$ cat config.mk
export PLATFORM = sky130hd
export DESIGN_NAME = mlp_stream_packer
export DESIGN_NICKNAME = d
export VERILOG_FILES = /design/src/rtl/mlp_pkg.sv /design/src/rtl/mlp_frame_buf.sv /design/src/rtl/mlp_stream_packer.sv
export SDC_FILE = /design/constraint.sdc
export NUM_CORES = 1
export LEC_CHECK = 0
export CAP_MARGIN = 20
export CORE_MARGIN = 3
export CORE_UTILIZATION = 40
export DETAILED_ROUTE_END_ITERATION = 10
export PLACE_DENSITY = 0.56
export SETUP_SLACK_MARGIN = 0.3
export SYNTH_ARGS = -nofsm -noshare
export SYNTH_HDL_FRONTEND = slang
export SYNTH_SLANG_ARGS = --single-unit
$ cat constraint.sdc
create_clock -name clk -period 2.85 [get_ports clk]
set_clock_uncertainty 0.2 [all_clocks]
set_input_delay 0.285 -clock clk [delete_from_list [all_inputs] [get_ports clk]]
set_output_delay 0.285 -clock clk [all_outputs]
set_load 0.02 [all_outputs]
$ cat src/rtl/mlp_pkg.sv
// Shared sizing, types and state encoding for the mlp_serial input packer.
// The frame length and beat count are derived from the first-layer input count.
package mlp_pkg;

    localparam int unsigned N1      = 98;
    localparam int unsigned N2      = 10;
    localparam int unsigned P       = 2;
    localparam int unsigned W_X     = 4;
    localparam int unsigned W_K     = 4;
    localparam int unsigned W_Y     = 16;

    localparam int unsigned N_IN    = N1 / 2 + 1;
    localparam int unsigned N_BEATS = N_IN / P;
    localparam int unsigned CNT_W   = (N_IN > 1) ? $clog2(N_IN) : 1;
    localparam int unsigned BEAT_W  = (N_BEATS > 1) ? $clog2(N_BEATS) : 1;

    typedef struct packed {
        logic [W_X-1:0] mag;
        logic [1:0]     pol;
    } sample_t;

    typedef sample_t [P-1:0] beat_t;

    typedef enum logic [1:0] {
        FILL,
        HOLD,
        SEND,
        WAIT
    } state_e;

endpackage

$ cat src/rtl/mlp_frame_buf.sv
// One-frame sample store: single write port, P-lane combinational beat read port.
// Contents are not reset; every entry is rewritten before it is replayed.
module mlp_frame_buf
    import mlp_pkg::*;
(
    input  logic              clk,
    input  logic              we,
    input  logic [CNT_W-1:0]  wr_idx,
    input  sample_t           wr_data,
    input  logic [BEAT_W-1:0] rd_beat,
    output beat_t             rd_data
);

    sample_t mem_q [N_IN];

    always_ff @(posedge clk) begin
        if (we) begin
            mem_q[wr_idx] <= wr_data;
        end
    end

    always_comb begin
        rd_data = '0;
        for (int unsigned p = 0; p < P; p++) begin
            rd_data[p] = mem_q[CNT_W'(rd_beat * P + p)];
        end
    end

endmodule

$ cat src/rtl/mlp_stream_packer.sv
// Buffers one frame of quantised samples, replays it to mlp_serial as a gapless
// P-lane burst, and holds the returned result for a valid/ready consumer.
module mlp_stream_packer
    import mlp_pkg::*;
(
    input  logic               clk,
    input  logic               rst,
    input  logic               s_valid,
    output logic               s_ready,
    input  logic [W_X-1:0]     s_mag,
    input  logic [1:0]         s_pol,
    input  logic               s_last,
    output logic               in_vld,
    output logic [P*W_X-1:0]   in_mag,
    output logic [P*2-1:0]     in_pol,
    input  logic               out_vld,
    input  logic [W_Y-1:0]     out,
    output logic               r_valid,
    input  logic               r_ready,
    output logic [W_Y-1:0]     r_data,
    output logic               err_len
);

    if ((N_IN % P) != 0) begin : g_len_chk
        $error("mlp_stream_packer: N_IN must be a multiple of P");
    end

    state_e             state_q, state_d;
    logic [CNT_W-1:0]   count_q, count_d;
    logic [BEAT_W-1:0]  beat_q, beat_d;
    logic               in_vld_q, in_vld_d;
    logic [P*W_X-1:0]   in_mag_q, in_mag_d;
    logic [P*2-1:0]     in_pol_q, in_pol_d;
    logic               r_valid_q, r_valid_d;
    logic [W_Y-1:0]     r_data_q, r_data_d;
    logic               err_len_q, err_len_d;

    logic               accept;
    logic               last_sample;
    sample_t            wr_data;
    beat_t              rd_beat;

    assign s_ready     = (state_q == FILL) && !rst;
    assign accept      = s_valid && s_ready;
    assign last_sample = (count_q == CNT_W'(N_IN - 1));
    assign wr_data     = '{mag: s_mag, pol: s_pol};

    mlp_frame_buf u_frame_buf (
        .clk     (clk),
        .we      (accept),
        .wr_idx  (count_q),
        .wr_data (wr_data),
        .rd_beat (beat_q),
        .rd_data (rd_beat)
    );

    always_comb begin
        state_d   = state_q;
        count_d   = count_q;
        beat_d    = beat_q;
        in_vld_d  = 1'b0;
        in_mag_d  = '0;
        in_pol_d  = '0;
        r_valid_d = r_valid_q && !r_ready;
        r_data_d  = r_data_q;
        err_len_d = err_len_q;

        if (out_vld && (state_q != WAIT)) begin
            err_len_d = 1'b1;
        end

        unique case (state_q)
            FILL: begin
                if (accept) begin
                    if (s_last != last_sample) begin
                        err_len_d = 1'b1;
                    end
                    if (last_sample) begin
                        count_d = '0;
                        state_d = HOLD;
                    end else begin
                        count_d = count_q + 1'b1;
                    end
                end
            end
            HOLD: begin
                beat_d = '0;
                if (!r_valid_q) begin
                    state_d = SEND;
                end
            end
            SEND: begin
                // beat_q wraps to 0 after issuing the final beat, so a visible
                // beat with beat_q==0 can only be the last one of the burst.
                if (in_vld_q && (beat_q == '0)) begin
                    state_d = WAIT;
                end else begin
                    in_vld_d = 1'b1;
                    for (int unsigned p = 0; p < P; p++) begin
                        in_mag_d[p*W_X +: W_X] = rd_beat[p].mag;
                        in_pol_d[p*2 +: 2]     = rd_beat[p].pol;
                    end
                    beat_d = (beat_q == BEAT_W'(N_BEATS - 1)) ? '0 : beat_q + 1'b1;
                end
            end
            WAIT: begin
                if (out_vld) begin
                    r_data_d  = out;
                    r_valid_d = 1'b1;
                    state_d   = FILL;
                end
            end
            default: begin
                state_d = FILL;
            end
        endcase
    end

    always_ff @(posedge clk or posedge rst) begin
        if (rst) begin
            state_q   <= FILL;
            count_q   <= '0;
            beat_q    <= '0;
            in_vld_q  <= 1'b0;
            in_mag_q  <= '0;
            in_pol_q  <= '0;
            r_valid_q <= 1'b0;
            r_data_q  <= '0;
            err_len_q <= 1'b0;
        end else begin
            state_q   <= state_d;
            count_q   <= count_d;
            beat_q    <= beat_d;
            in_vld_q  <= in_vld_d;
            in_mag_q  <= in_mag_d;
            in_pol_q  <= in_pol_d;
            r_valid_q <= r_valid_d;
            r_data_q  <= r_data_d;
            err_len_q <= err_len_d;
        end
    end

    assign in_vld  = in_vld_q;
    assign in_mag  = in_mag_q;
    assign in_pol  = in_pol_q;
    assign r_valid = r_valid_q;
    assign r_data  = r_data_q;
    assign err_len = err_len_q;

endmodule

Word level (Yosys, flattened, before mapping)
Memory sizes are Yosys's and may differ from the RTL's.
Cells that the tools add are included.
Word-level totals
  memories kept: 1
  output and inout port bits: 32
  bits of input ports: 28
  RAM bits: 300
  logic and storage cells: 64
  register bits: 44
Memory list
  u_frame_buf.mem_q: depth 50, bits a word 6, read ports 2, clocked after Yosys merged registers in 0, write ports 1, RTL line mlp_frame_buf.sv:14  | sample_t mem_q [N_IN];
Operators by class
  muxes and demuxes: 24
  add/sub/neg operators: 3
  equal/unequal tests: 13
  reduce and logical (&&, ||, !) cells: 14
Operators by type and width (count)
  $mux W8: 2
  $ne A2 B2 Y1 const B: 7
  $add A6 B1 Y6 const B: 2
  $mux W1: 10
  $mux W2: 5
  $mux W5: 2
  $pmux W5 S2: 1
  $mux W4: 2
  $pmux W2 S4: 1
  $eq A6 B6 Y1 const B: 1
  $mux W6: 1
  $reduce_and A2 Y1: 3
  $add A5 B1 Y5 const B: 1
  $eq A5 B5 Y1 const B: 1
  $logic_and A1 B1 Y1: 5
  $logic_not A5 Y1: 1
  $reduce_and A5 Y1: 1
  $eq A2 B2 Y1 const B: 2
  $eq A2 B1 Y1 const B: 1
  $logic_not A1 Y1: 2
  $logic_not A2 Y1: 1
  $reduce_bool A2 Y1: 1
  $ne A1 B1 Y1: 1

Logic depth before layout (Yosys ltp)
Gate-level depths: netlist of the first run.
  depth in word-level cells: 6
  mapped depth: 10
  gate-level depth less buffers: 7

Modules after synthesis
A second synthesis of the first run with hierarchy kept.
Unflattened totals
  cell total of the unflattened synthesis: 835
  area total of the unflattened synthesis: 13952.1 µm²
Modules (own cells, without submodules)
  mlp_frame_buf: cells each 679, times used 1, sequential area each 9008.6 µm², area each 12015.3 µm²
  mlp_stream_packer: cells each 156, times used 1, sequential area each 1101.1 µm², area each 1936.9 µm²

Worst setup path after synthesis of the first run
OpenSTA, ideal clock, no wires.
  path kind: register to register
  start point: register state_q[0]
  end point: memory u_frame_buf.mem_q[31][0] (netlist bit) (enable)
  cell stages (with the launch flop): 7
  buffers on the path: 1
  path slack: 0.565 ns
  period minus slack after synthesis: 2.285 ns
  arrival time: 1.735 ns
  data required time: 2.300 ns
  library setup time: 0.350 ns
  path through: dfrtp_1 inv_1 ha_1 nand3b_1 or3_1 clkbuf_1 nor2_1
Between the ends
  longest elaborated chain between the ends: 5
Ends and longest elaborated chain
  start: declaration: RTL line mlp_stream_packer.sv:28  | state_e state_q, state_d;
  start signal: assignment: RTL line mlp_stream_packer.sv:131  | state_q <= state_d;
  $logic_not A2 Y1: RTL line mlp_stream_packer.sv:43  | assign s_ready = (state_q == FILL) && !rst;
  $logic_and A1 B1 Y1: RTL line mlp_stream_packer.sv:43
  $logic_and A1 B1 Y1: RTL line mlp_stream_packer.sv:44  | assign accept = s_valid && s_ready;
  $mux W1: RTL line mlp_frame_buf.sv:17  | if (we) begin
  $mux W1 (not written as such): RTL line mlp_frame_buf.sv:18  | mem_q[wr_idx] <= wr_data;
  end: declaration: RTL line mlp_frame_buf.sv:14
No other way between the ends.

Final worst setup path of the first run
  start point: register state_q[0]
  end point: memory u_frame_buf.mem_q[21][5] (netlist bit) (enable)
Same word-level chain as after synthesis.

==> metrics, run 1 <==
core area=0.0346 sq mm; CP max FO=6; Synth Area in Adders=0.00800; CTS sink count=344; CTS tree=yes; synth warn=0; clk root buf=clkbuf_16; fin crit share=0.888; register area=0.0101 sq mm; family with the most delay on the worst path=simple AND/OR/NAND/NOR gates; Place WS=101 ps; Initial DRT Pass Iterations=5; PD cells=854 mW/mm^2; Max-Cap Viols=0; Multi-input gate area=0.00357 sq mm; first-pass GRT wire length=49.6 mm; IO Count=60; placer congestion estimate=0.838; type of the most critical hold path=in2reg; EDFF count, synth=300; VDD IR-drop max=0.544 mV; DR DRC count=0; Final WS setup=319 ps; asr flop ratio synth=0.128; WL per Instance=23.5 microns; setup repair after global routing missed its margin=yes; Critical Path Start Type=flip-flop; Nets=952; most frequent cells in the layout=edfxtp_1 (300), buf_4 (80), nor2_1 (59); Crit path largest cell delay=460 ps; vias in the first global route=7646; ranking of synthesized cells by area=edfxtp_1 (64%), dfrtp_1 (7.8%), mux4_1 (4.9%), mux4_2 (3.8%), mux2_2 (3.3%); GR Overflow Total=0; Netlist cell types=66; deepest clock path buffer count=3; # fillers=2926; Rel. slew slack=0.549; Initial Util=0.406; outcome=complete, no violations; largest net degree at the start of global routing=51; share of layout cells above drive strength 1=0.264; H-Tree Level Count=2; worst skew pair latency=520 ps; main flop type after synthesis=edfxtp_1; post-synth top area share=0.640; largest family of logic cells by synthesized area=multiplexers; buffers and inverters on the worst path=2; dominant cell type by area after synthesis=edfxtp_1; Compound-Gate Fraction of Synth Area=0.0510; Worst EP required=2880 ps; Num CTS Buffers=37; WHS=100 ps; Via density=5.42; critical path type=reg2reg; share of the yosys chip area belonging to registers=0.719; Die X=194 microns; Post-Syn Area per Cell=18.3 sq um; LEAKAGE=5.65 nW; DR iter-0 viols=685; min Tclk post-route=2530 ps; # rows=68; Layout Area Growth over Synthesis=20.0%; full die area=0.0375 sq mm; Synth Register Bits=344; crit path cell chain=inv_1 -> ha_1 -> and3b_1 -> nand3_1 -> nor2_1 -> buf_4; Reg clk slew, reported paths=60 ps; Crit-path slowest cell=nand3_1; Gate Count Post-Synth=770; Arrival @ worst endpoint=2560 ps; Syn Nets=807; Post-Synth XOR/XNOR Area=0.00249; IO Port Bufs=59; Die H=194 microns; multiplexer share of the synthesized area=0.133; synthesized area=0.0141 sq mm; Slew Limit Fails=0; crit end category=flip-flop; Post-Synth Simple-Gate Area=0.0575; Final Hold Fails=0; most common cell after layout, fill and taps aside=edfxtp_1; GRT Util Overall=0.175; overall routed net length=32.9 mm; post-route setup TNS=0 ps; Slew @ Worst Pin=674 ps; Final HPWL DP=21.4 mm; initial antenna violation count=0; # diodes=0; vias=7584; fmax=395 MHz; # setup viols final=0; antenna-violating nets left=0
==> what timing repair did <==
action / in CTS / in global routing
endpoints found under the hold margin: 18 / 0
pin swaps: 0 / 2
gates resized for setup: 5 / 5
endpoints found under the setup margin: 69 / 207
buffers inserted: 0 / 4
hold buffers: 1 / 0
==> sequential cells by signal (all words and copies together), names as in the netlist <==
register and flops:
r_valid 1, r_data 16, in_mag 8, state_q 2, in_pol 4, count_q 6, beat_q 5, err_len 1
u_frame_buf.mem_q 300, in_vld 1
==> metrics by stage <==
stage | power [mW] | area, sq um | std cells | utilization
after CTS | 14.5 | 16800 | 1394 | 0.486
after floorplan | 8.44 | 14100 | 770 | -
final | 14.4 | 16900 | 1398 | 0.487
after global placement | 9.69 | 15600 | 1326 | 0.450
after detailed placement | 9.69 | 15600 | 1326 | 0.450
after global routing | 15.0 | 16900 | 1398 | 0.487
==> layout make-up <==
| type | instances | area share |
|---|---|---|
| Inverter | 16 | 0.00356 |
| Timing Repair Buffer | 148 | 0.0788 |
| Clock buffer | 48 | 0.0603 |
| Tap cell | 455 | 0.0337 |
| Sequential cell | 344 | 0.600 |
| Multi-Input combinational cell | 368 | 0.212 |
| Clock inverter | 19 | 0.0122 |
==> report_power, final <==
part | internal (mW) | switching (mW) | total (mW)
clock | 2.89 | 1.90 | 4.79
combinational | 1.70 | 1.84 | 3.55
sequential | 5.76 | 0.310 | 6.07
==> worst paths after layout <==
kind	start	endpoint	slack, ps	cells past startpoint
worst max-delay path	state_q[0]$_DFFE_PP0P_	u_frame_buf.mem_q[21][5]$_DFFE_PP_	320	6
worst min-delay path	s_pol[0]	u_frame_buf.mem_q[37][0]$_DFFE_PP_	100	1
worst max register to register	state_q[0]$_DFFE_PP0P_	u_frame_buf.mem_q[21][5]$_DFFE_PP_	320	6
worst min register to register	err_len$_DFF_PP0_	err_len$_DFF_PP0_	290	2
max in group asynchronous	rst	r_data[3]$_DFFE_PP0P_	1330	4
min in group asynchronous	rst	in_mag[6]$_DFF_PP0_	550	3
==> cells by family after synthesis <==
kind of cell / after synthesis
and+or+nand+nor: 155
xor gates and xnor gates: 4
AOI/OAI and AO/OA: 91
DFF: 344
adders and majority gates: 9
buffers and inverters: 58
muxes: 109
==> per-layer routing <==
metal  global-route usage  wire, microns
met5                    0              0
met4               0.0437            625
met3               0.0296           1990
met2                0.269          15000
met1                0.261          15300
==> synth_stat cells (3+ instances only) <==
master     number
edfxtp_1      300
nor2_1         62
dfrtp_1        44
mux2_2         41
nand2_1        30
mux4_1         26
mux4_2         24
mux2i_1        17
a22oi_1        16
buf_6          16
o21ai_0        16
inv_1          15
nand3_1        11
a211oi_1       10
a221oi_1        9
buf_2           9
ha_1            9
a21oi_1         8
clkbuf_1        8
a2111oi_2       7
nor2b_1         7
nor3_1          7
and3_1          5
and3_4          5
nand3b_1        4
nor3b_1         4
a2111oi_0       3
and2_1          3
nand2b_1        3
xnor2_1         3
No activity file was read; power rests on OpenSTA's default activity.
==> run 2, diff against run 1 <==
--- a/config.mk
+++ b/config.mk
@@ -7,9 +7,9 @@
 export LEC_CHECK = 0
 export CAP_MARGIN = 20
 export CORE_MARGIN = 3
-export CORE_UTILIZATION = 40
+export CORE_UTILIZATION = 60
 export DETAILED_ROUTE_END_ITERATION = 10
-export PLACE_DENSITY = 0.56
+export PLACE_DENSITY = 0.79
 export SETUP_SLACK_MARGIN = 0.3
 export SYNTH_ARGS = -nofsm -noshare
 export SYNTH_HDL_FRONTEND = slang
==> run 2 against run 1 <==
Net effect: non-clock buffer count is 6 lower; clock power is 7.5% lower; cell count is 11% lower; setup slack better by 45 ps; critical path depth is 1 higher; combinational power hardly changed; first-iteration DRC count is 47% higher; final area is 2.0% lower; count of clock-buffer cells in the layout is 10 lower; sequential power hardly changed; global-route usage is 8.1 points higher.
==> metrics, run 2 (synthesis results as in run 1) <==
overall routed net length=32.1 mm; Reg clk slew, reported paths=60 ps; VDD IR-drop max=0.610 mV; share of layout cells above drive strength 1=0.254; initial antenna violation count=0; CTS tree=yes; GR Overflow Total=0; proportion of power drawn by combinational gates=0.255; LEAKAGE=5.55 nW; Critical Path Start Type=flip-flop; setup repair after global routing missed its margin=yes; Biggest register=u_frame_buf.mem_q; Via density=6.35; type of the most critical hold path=in2async; # rows=55; # fillers=1323; CP startpoint=state_q[0]$_DFFE_PP0P_; Num CTS Buffers=34; DP Area=0.0154 sq mm; DR iter-0 viols=1010; most common cell after layout, fill and taps aside=edfxtp_1; Setup crit end=state_q[1]$_DFFE_PP0P_; Worst R2R Start=state_q[0]$_DFFE_PP0P_; internal power=10.0 mW; deepest clock path buffer count=3; Sw Pwr=4.05 mW; Final HPWL DP=20.0 mm; crit end category=flip-flop; part of the power in registers=0.431; largest net degree at the start of global routing=51; vias in the first global route=8174; Nets=943; fmax=402 MHz; Max-Cap Viols=0; GRT Util Overall=0.255; CTS sink count=344; clk root buf=clkbuf_16; Crit path largest cell delay=410 ps; Initial Util=0.616; WL per Instance=25.8 microns; Arrival @ worst endpoint=2690 ps; critical path type=reg2reg; Slew @ Worst Pin=871 ps; antenna-violating nets left=0; Initial DRT Pass Iterations=6; worst skew pair latency=530 ps; Die X=159 microns; min Tclk post-route=2490 ps; first-pass GRT wire length=49.1 mm; most frequent cells in the layout=edfxtp_1 (300), buf_4 (78), nor2_1 (59); IO Count=60; R2R setup slack=360 ps; placer congestion estimate=0.929; post-route setup TNS=0 ps; Die H=159 microns; Layout Area Growth over Synthesis=17.5%; max reg flops=300; Sw Ratio=0.287; FF-to-FF path depth=7; core area=0.0228 sq mm; # diodes=0; Crit-path slowest cell=o41ai_2; Core Util, Final=0.724; IO Port Bufs=59; Final WS setup=364 ps; buffers and inverters on the worst path=2; RR Endpoint=state_q[1]$_DFFE_PP0P_; fin crit share=0.872; full die area=0.0253 sq mm; CP max FO=7; Worst EP required=3050 ps; outcome=complete, no violations; crit path cell chain=inv_1 -> ha_1 -> nand3b_1 -> buf_4 -> o41ai_2 -> nand3_1 -> mux2_2; PD cells=852 mW/mm^2; vias=7902; power share of the clock group=0.315; Slew Limit Fails=0; Place WS=249 ps; post-route cell area=0.0165 sq mm; family with the most delay on the worst path=simple AND/OR/NAND/NOR gates; Stages on worst setup path=7; # setup viols final=0; Rel. slew slack=0.416; H-Tree Level Count=2; DR DRC count=0; Post-CTS Hold Buffers=0; Final Hold Fails=0
==> run 2: cell types whose count changed in the layout (fill, tap and decap cells not counted), moves of 3 or more <==
cell / previous run / this run
buf_12: 8 / 5
clkbuf_8: 5 / 0
clkdlybuf4s50_1: 52 / 58
clkbuf_16: 37 / 34
buf_2: 6 / 0
==> run 2: final cells by class <==
cell class | count | area, sq um | area share
well taps | 313 | 392 | 0.0237
repair buffers | 142 | 1270 | 0.0771
clock buffers | 38 | 866 | 0.0524
flip-flops and latches | 344 | 10100 | 0.612
multi-input cells | 368 | 3580 | 0.217
clock inverters | 24 | 243 | 0.0147
inverters | 16 | 60.1 | 0.00363
==> run 2: worst min path at each step <==
stage	from	endpoint	depth (start not counted)	slack [ps]
global placement	err_len$_DFF_PP0_	err_len$_DFF_PP0_	2	280
floorplan	r_ready	r_valid$_DFF_PP0_	1	180
detailed placement	err_len$_DFF_PP0_	err_len$_DFF_PP0_	2	270
global route	rst	in_mag[7]$_DFF_PP0_	2	130
finish	rst	in_mag[7]$_DFF_PP0_	2	100
CTS	rst	in_mag[7]$_DFF_PP0_	2	80
==> run 2: routing by layer <==
layer	routed length, microns	vias to the layer above	GRT usage
met2	15100	528	0.400
met3	3060	111	0.0557
li1	-	3358	-
met4	1400	0	0.107
met1	12500	3905	0.355
met5	0	-	0
==> run 2: timing repair <==
item	CTS	global route
setup endpoints to repair	3	132
buffers inserted	0	1
resized for setup	3	9
==> run 2: power groups by stage <==
stage / Sequential [mW] / Clock [mW] / Combinational (mW)
finish: 6.07 / 4.43 / 3.58
global route: 6.10 / 4.69 / 3.78
CTS: 6.06 / 4.47 / 3.52
detailed placement: 6.16 / 0 / 3.48
global placement: 6.13 / 0 / 3.37
floorplan: 6.24 / 0 / 2.20
==> run 2: per-stage QoR <==
stage               hold slack (ps)  instances  total power, mW
finish                         97.5       1245             14.1
global route                    135       1245             14.6
CTS                            81.9       1244             14.1
detailed placement              270       1182             9.64
global placement                278       1182             9.50
floorplan                       181        770             8.44
==> run 3, diff against run 2 <==
--- a/config.mk
+++ b/config.mk
@@ -9,8 +9,9 @@
 export CORE_MARGIN = 3
 export CORE_UTILIZATION = 60
 export DETAILED_ROUTE_END_ITERATION = 10
-export PLACE_DENSITY = 0.79
+export PLACE_DENSITY = 0.85
 export SETUP_SLACK_MARGIN = 0.3
 export SYNTH_ARGS = -nofsm -noshare
 export SYNTH_HDL_FRONTEND = slang
+export SYNTH_HIERARCHICAL = 1
 export SYNTH_SLANG_ARGS = --single-unit
==> run 3 against run 2 <==
Net effect: via count rose by 0.97%; synthesized cell count rose by 8.4%; largest cell class unchanged; global-route usage rose by 0.14 points.
==> metrics, run 3 <==
DR DRC count=0; placer congestion estimate=0.872; family with the most delay on the worst path=simple AND/OR/NAND/NOR gates; full die area=0.0251 sq mm; dominant cell type by area after synthesis=edfxtp_1; # rows=55; max reg flops=300; Syn Nets=872; outcome=complete, no violations; min Tclk post-route=2490 ps; Final HPWL DP=20.0 mm; DR iter-0 viols=1007; Crit-path slowest cell=dfrtp_1; Nets=990; WHS=84.1 ps; setup repair after global routing missed its margin=yes; Num CTS Buffers=34; fmax=402 MHz; FF-to-FF path depth=8; GRT Util Overall=0.257; Post-CTS Setup Bufs=0; Slew Limit Fails=0; Initial DRT Pass Iterations=5; initial antenna violation count=0; vias=7979; EDFF count, synth=300; asr flop ratio synth=0.128; # diodes=0; Layout Area Growth over Synthesis=17.4%; deepest clock path buffer count=3; R2R setup slack=360 ps; top cells by count, synth=edfxtp_1 (300), mux2i_1 (108), nor2_1 (60); post-route setup TNS=0 ps; H-Tree Level Count=2; worst skew pair latency=510 ps; synthesized area=0.0140 sq mm; critical path type=reg2reg; crit end category=flip-flop; PD cells=864 mW/mm^2; Synth Register Bits=344; share of layout cells above drive strength 1=0.168; RR Endpoint=u_frame_buf/mem_q[18][2]$_DFFE_PP_; vias in the first global route=7957; crit path cell chain=inv_1 -> ha_2 -> nand3b_1 -> inv_4 -> nor2b_2 -> nand2_1 -> or2_2 -> nor2_4; synth warn=6; Worst R2R Start=state_q[0]$_DFFE_PP0P_; fin crit share=0.873; # fillers=1360; share of the yosys chip area belonging to registers=0.725; WL per Instance=24.4 microns; GR Overflow Total=0; Post-Syn Area per Cell=16.7 sq um; most frequent cell after synthesis=edfxtp_1; overall routed net length=31.4 mm; Core Util, Final=0.719; Biggest register=u_frame_buf/mem_q; IO Port Bufs=59; # setup viols final=0; Final Hold Fails=0; Critical Path Start Type=flip-flop; antenna-violating nets left=0; Via density=6.19; most frequent cells in the layout=edfxtp_1 (300), mux2i_1 (108), buf_4 (59); Arrival @ worst endpoint=2480 ps; core area=0.0228 sq mm; Die H=158 microns; Max-Cap Viols=0; post-synth top area share=0.646; type of the most critical hold path=in2async; Rel. slew slack=0.442; Slew @ Worst Pin=836 ps; first-pass GRT wire length=47.7 mm; Die X=158 microns; ranking of synthesized cells by area=edfxtp_1 (65%), dfrtp_1 (7.9%), mux2i_1 (7.7%), a22oi_1 (2.8%), nor2_1 (1.6%); Crit path largest cell delay=400 ps; Initial Util=0.613; main flop type after synthesis=edfxtp_1; IO Count=60; Gate Count Post-Synth=835; most common cell after layout, fill and taps aside=edfxtp_1; CTS tree=yes; Reg clk slew, reported paths=60 ps; Netlist cell types=57; CTS sink count=344; Worst EP required=2850 ps; VDD IR-drop max=0.632 mV; buffers and inverters on the worst path=2; CP max FO=11; LEAKAGE=5.56 nW; largest net degree at the start of global routing=51; total power=14.2 mW; clk root buf=clkbuf_16
run 3: final cells by class:
type,count,area [sq um],area share
clock buffers,47,941,0.0574
flip-flops and latches,344,10100,0.618
repair buffers,122,1120,0.0681
clock inverters,13,87.6,0.00535
inverters,12,47.5,0.00290
multi-input cells,439,3680,0.225
well taps,313,392,0.0239
run 3: worst reg2reg max path, stage by stage (launching register included):
cell and delay [ps]:
dfrtp_1 400, inv_1 120, ha_2 230, nand3b_1 150, inv_4 140, nor2b_2 200
nand2_1 110, or2_2 380, nor2_4 240
run 3: per-stage QoR:
stage / cells / instance area, sq um / worst slack, ps
floorplan: 835 / 14000 / 294
global placement: 1230 / 15200 / 166
detailed placement: 1230 / 15200 / 69.9
CTS: 1290 / 16300 / 259
global route: 1290 / 16400 / 223
finish: 1290 / 16400 / 363
run 3: repair_timing:
action,CTS,global route
hold buffers,0,0
pin swaps,0,1
setup endpoints to repair,126,165
resized for setup,25,20
hold endpoints to repair,0,0
run 3: metal layers:
layer  track usage  wire [microns]  vias to the layer above
li1              -               -                     3497
met4         0.100            1230                        0
met2         0.424           15600                      487
met5             0               0                        -
met3        0.0440            3030                       86
met1         0.347           11600                     3909
run 3: worst max path at each step:
| stage | endpoint | cells past startpoint | startpoint | slack [ps] |
|---|---|---|---|---|
| 3_5_place_dp | u_frame_buf/mem_q[38][0]$_DFFE_PP_ | 6 | rst | 70 |
| 6_report | u_frame_buf/mem_q[18][2]$_DFFE_PP_ | 8 | state_q[0]$_DFFE_PP0P_ | 360 |
| 4_1_cts | u_frame_buf/mem_q[18][2]$_DFFE_PP_ | 8 | state_q[0]$_DFFE_PP0P_ | 260 |
| 5_1_grt | u_frame_buf/mem_q[18][0]$_DFFE_PP_ | 8 | state_q[0]$_DFFE_PP0P_ | 220 |
| 3_3_place_gp | u_frame_buf/mem_q[18][2]$_DFFE_PP_ | 7 | rst | 170 |
| 2_1_floorplan | u_frame_buf/mem_q[18][0]$_DFFE_PP_ | 8 | state_q[0]$_DFFE_PP0P_ | 290 |
run 3: kinds of logic after synthesis:
family / after synthesis / synth area share
AND/OR/NAND/NOR: 181 / 0.0649
adder cells (fa/ha/maj): 9 / 0.00807
XOR/XNOR: 1 / 0.000628
AO/OA/AOI/OAI: 102 / 0.0562
flip-flops: 344 / 0.725
buffers and inverters: 52 / 0.0221
multiplexers: 146 / 0.123
run 3: where the power goes:
group	internal, mW	total [mW]	leakage [nW]	switching [mW]
combinational	1.73	3.82	1.81	2.09
sequential	5.77	6.18	3.24	0.406
clock	2.40	4.16	0.507	1.76
==> patch 1, RTL diff (settings of run 2) <==
`W_Y`: 16 -> 32.
--- a/src/rtl/mlp_pkg.sv
+++ b/src/rtl/mlp_pkg.sv
@@ -7,7 +7,7 @@
     localparam int unsigned P       = 2;
     localparam int unsigned W_X     = 4;
     localparam int unsigned W_K     = 4;
-    localparam int unsigned W_Y     = 16;
+    localparam int unsigned W_Y     = 32;
 
     localparam int unsigned N_IN    = N1 / 2 + 1;
     localparam int unsigned N_BEATS = N_IN / P;
Ports: changed (resized out and r_data); port bits go from 60 to 92. The function was not compared with the original's and may differ.
==> patch 1 against run 2 <==
Sequential cell count grew 16. Count of clock-buffer cells in the layout increased by 7. Cell area grew 3.5%. Critical path depth fell by 2. Area after synthesis grew 1.8%. Final cell count up 0.40%. Global-route usage grew 0.53 points. Worst hold slack lost 55 ps. Routed wire length up 2.9%. Setup slack got worse by 68 ps. Die area grew 1.7%. Synthesized cell count is 0.26% higher. Highest routed layer is now met5. Power up 8.0%.
==> patch 1: results (changes against run 2) <==
- Seq group: 0.00652 W (was 0.00607 W)
- Iteration-0 DRC Markers: 957 (was 1,010)
- Post-Syn Nets: 825 (was 807)
- Post-synthesis mux area share: 14.2% (was 13.3%)
- Post-synth ARST share: 16.7% (was 12.8%)
- Met3 Usage GRT: 5.86% (was 5.57%)
- Clock Power: 0.00458 W (was 0.00443 W)
- Compound-Gate Fraction of Synth Area: 4.61% (was 5.10%)
- CP peak stage delay: 440 ps (was 410 ps)
- Register area share after synthesis: 73.4% (was 71.9%)
- Fin Hold WS: 42.2 ps (was 97.5 ps)
- Post-synth top cells: edfxtp_1, dfrtp_1, nor2_1, mux4_2, mux2_2 (was edfxtp_1, nor2_1, dfrtp_1, mux2_2, nand2_1)
- Slowest stage cell, crit path: nand3_2 (was o41ai_2)
- Metal3 WL: 3.18 mm (was 3.06 mm)
- Pin slew with the least headroom to its limit: 727 ps (was 871 ps)
- VDD IR max: 0.500 mV (was 0.610 mV)
- CTS resizes: 10 (was 3)
- DP Area: 0.0158 mm2 (was 0.0154 mm2)
- Vias in the first global route: 8,249 (was 8,174)
- Crit path arrival time: 2570 ps (was 2690 ps)
- Status: finished clean (unchanged)
- Share of cells above drive strength 1: 27.0% (was 25.4%)
- M1 WL: 12.5 mm (about the same)
- Nets: 963 (was 943)
- Synth area leaders: edfxtp_1, dfrtp_1, mux4_2 (was edfxtp_1, dfrtp_1, mux4_1)
- Antenna violations before repair: 1 (was 0)
- Routability congestion estimate: 0.836 (was 0.929)
- Input/output buffers: 91 (was 59)
- Adder-cell share of the synthesized area: 0.787% (was 0.800%)
- Drt total wl: 33.0 mm (was 32.1 mm)
- Setup bufs post-CTS: 1 (was 0)
- Leakage: 5.69 nW (was 5.55 nW)
- Vias/cell: 6.41 (was 6.35)
- R2R depth: 5 (was 7)
- CTS buffer count: 35 (was 34)
- Global-route wire length before repair: 50.6 mm (was 49.1 mm)
- R2r setup slk: 300 ps (was 360 ps)
- Post-DP HPWL: 20.4 mm (was 20.0 mm)
- XOR/XNOR Fraction of Synth Area: 0.184% (was 0.249%)
-- patch 1: cell types whose count changed after synthesis, moves of 9 or more --
cell,run 2,this run
dfrtp_1,44,60
mux2_1,1,10
mux4_1,26,0
mux4_2,24,57
o21ai_0,16,2
o21ai_1,0,10
-- patch 1: layout make-up --
class / instances / area (um2)
Tap cell: 313 / 392
Timing Repair Buffer: 142 / 1360
Multi-Input combinational cell: 357 / 3670
Fill cell: 1279 / 5930
Clock buffer: 45 / 923
Inverter: 14 / 52.6
Sequential cell: 360 / 10500
Clock inverter: 19 / 206
-- patch 1: metrics by stage --
stage / setup slack (ps) / std cells / total power (W)
after floorplan: 481 / 772 / 0.00906
after global placement: 213 / 1182 / 0.0104
after detailed placement: 115 / 1182 / 0.0106
after CTS: 169 / 1247 / 0.0152
after global routing: 185 / 1250 / 0.0158
final: 297 / 1250 / 0.0152
==> patch 2, RTL diff (settings of run 2) <==
Made on the original files. Register the output `err_len` once more, cleared by the reset; this adds one clock of latency there. The other outputs are not delayed to match.
--- a/src/rtl/mlp_stream_packer.sv
+++ b/src/rtl/mlp_stream_packer.sv
@@ -145,7 +145,13 @@
     assign in_pol  = in_pol_q;
     assign r_valid = r_valid_q;
     assign r_data  = r_data_q;
-    assign err_len = err_len_q;
+    always_ff @(posedge clk or posedge rst) begin
+        if (rst) begin
+            err_len <= '0;
+        end else begin
+            err_len <= err_len_q;
+        end
+    end
 
 endmodule
 
Behaviour: not the same (Yosys sat finds a counterexample within 4 cycles, from zero or initial values and one cycle with rst high).
==> patch 2 against run 2 <==
Critical path depth is 1 lower. Worst hold slack lost 59 ps. Sequential cell count is 1 higher. Area after synthesis up 0.18%. Final cell count unchanged. Power up 2.3%. Clock power up 6.5%. Setup slack got worse by 16 ps. Maximum frequency is 0.65% lower. Routed wire length grew 3.9%. Cell area increased by 0.62%. Via count is 2.1% higher. Critical path type unchanged. Largest power group unchanged. Highest routed layer unchanged.
==> patch 2: results (changes against run 2) <==
- Status: finished clean (unchanged)
- Global-route wire length before repair: 50.5 mm (was 49.1 mm)
- Filler cells: 1,316 (was 1,323)
- Synth area leaders: edfxtp_1, dfrtp_1, mux4_1 (unchanged)
- Nets: 944 (was 943)
- Worst Path Max Fanout: 6 (was 7)
- Routability congestion estimate: 0.949 (was 0.929)
- Via count: 8,069 (was 7,902)
- Pre-CTS WS: 103 ps (was 249 ps)
- Leakage: 5.62 nW (was 5.55 nW)
- R2R depth: 6 (was 7)
- Slowest stage cell, crit path: dfrtp_1 (was o41ai_2)
- Peak Freq: 400 MHz (was 402 MHz)
- DP Area: 0.0154 mm2 (about the same)
- Crit path arrival time: 2520 ps (was 2690 ps)
- Worst Setup SP: state_q[0] (unchanged)
- Vias in the first global route: 8,248 (was 8,174)
- Skew-Pair Late Insertion Delay: 510 ps (was 530 ps)
- Post-synth ARST share: 13.0% (was 12.8%)
- Reg2reg end: u_frame_buf.mem_q[27][2] (was state_q[1])
- Slew headroom: 46.7% (was 41.6%)
- EDFF count, synth: 300 (unchanged)
- R2r setup slk: 350 ps (was 360 ps)
- Post-Syn Nets: 808 (was 807)
- Register area share after synthesis: 71.9% (about the same)
- VDD IR max: 0.589 mV (was 0.610 mV)
- GRT Overall Usage: 26.5% (was 25.5%)
- Routed len/inst: 26.8 um (was 25.8 um)
- Iteration-0 DRC Markers: 1,193 (was 1,010)
- Post-DP HPWL: 20.3 mm (was 20.0 mm)
- Switching Share: 28.1% (was 28.7%)
- Post-synth top cells: edfxtp_1, nor2_1, dfrtp_1, mux2_2, nand2_1 (unchanged)
## patch 2: changes by cell type after synthesis, sizes merged
cell   delta
dfrtp     +1
## patch 2: logic make-up after synthesis
group | Yosys count | synth area share [%]
buffers and inverters | 58 | 2.96
AOI/OAI and AO/OA | 91 | 5.09
DFF | 345 | 71.9
and+or+nand+nor | 155 | 5.74
adders and majority gates | 9 | 0.799
xor gates and xnor gates | 4 | 0.249
muxes | 109 | 13.2
## patch 2: layout make-up
type	count	area, um2	area share [%]
sequential	345	10100	61.0
multi-input combinational	368	3580	21.5
timing repair buffer	142	1280	7.69
clock buffer	40	895	5.38
tap	313	392	2.35
clock inverter	21	288	1.73
inverter	16	60.1	0.361
## patch 2: worst min-delay path by stage
stage	slack, ps	to	from	cells after the start
after detailed placement	160	err_len	err_len_q	0
after global routing	80	in_mag[6]	rst	3
final	40	count_q[0]	rst	3
after global placement	160	err_len	err_len_q	0
after CTS	30	in_mag[6]	rst	3
after floorplan	150	err_len	err_len_q	0
## patch 2: what timing repair did
item                       CTS  global route
pin swaps                    0             2
setup endpoints to repair  186           170
gates cloned                 0             0
resized for setup            7             6
buffers inserted             0             3
## patch 2: metal layers
metal	wire length [um]	part of all wire [%]	global-route usage, %
met1	12300	37	36.0
met3	3440	10	5.36
met2	16200	49	42.7
met4	1360	4.1	11.0
met5	0	0	0
## patch 2: through the flow
step / utilization (%) / instances / hold WS [ps]
floorplan: - / 771 / 154
global placement: 67.3 / 1181 / 160
detailed placement: 67.3 / 1181 / 160
CTS: 72.6 / 1242 / 30.0
global route: 72.8 / 1245 / 80.4
finish: 72.8 / 1245 / 38.3
## patch 2: worst max-delay path, delay by kind of cell, from the launching register on
kind	cells	cell delay (ps)
simple gates	3	1010
flops	1	400
buf+inv	2	340
fa+ha+maj	1	250
## patch 2: power groups by stage
stage                     clock network, W  registers (W)  logic [W]
final                              0.00472        0.00609    0.00360
after floorplan                          0        0.00625    0.00220
after detailed placement                 0        0.00617    0.00347
after global placement                   0        0.00614    0.00335
after global routing               0.00494        0.00612    0.00379
after CTS                          0.00477        0.00607    0.00353
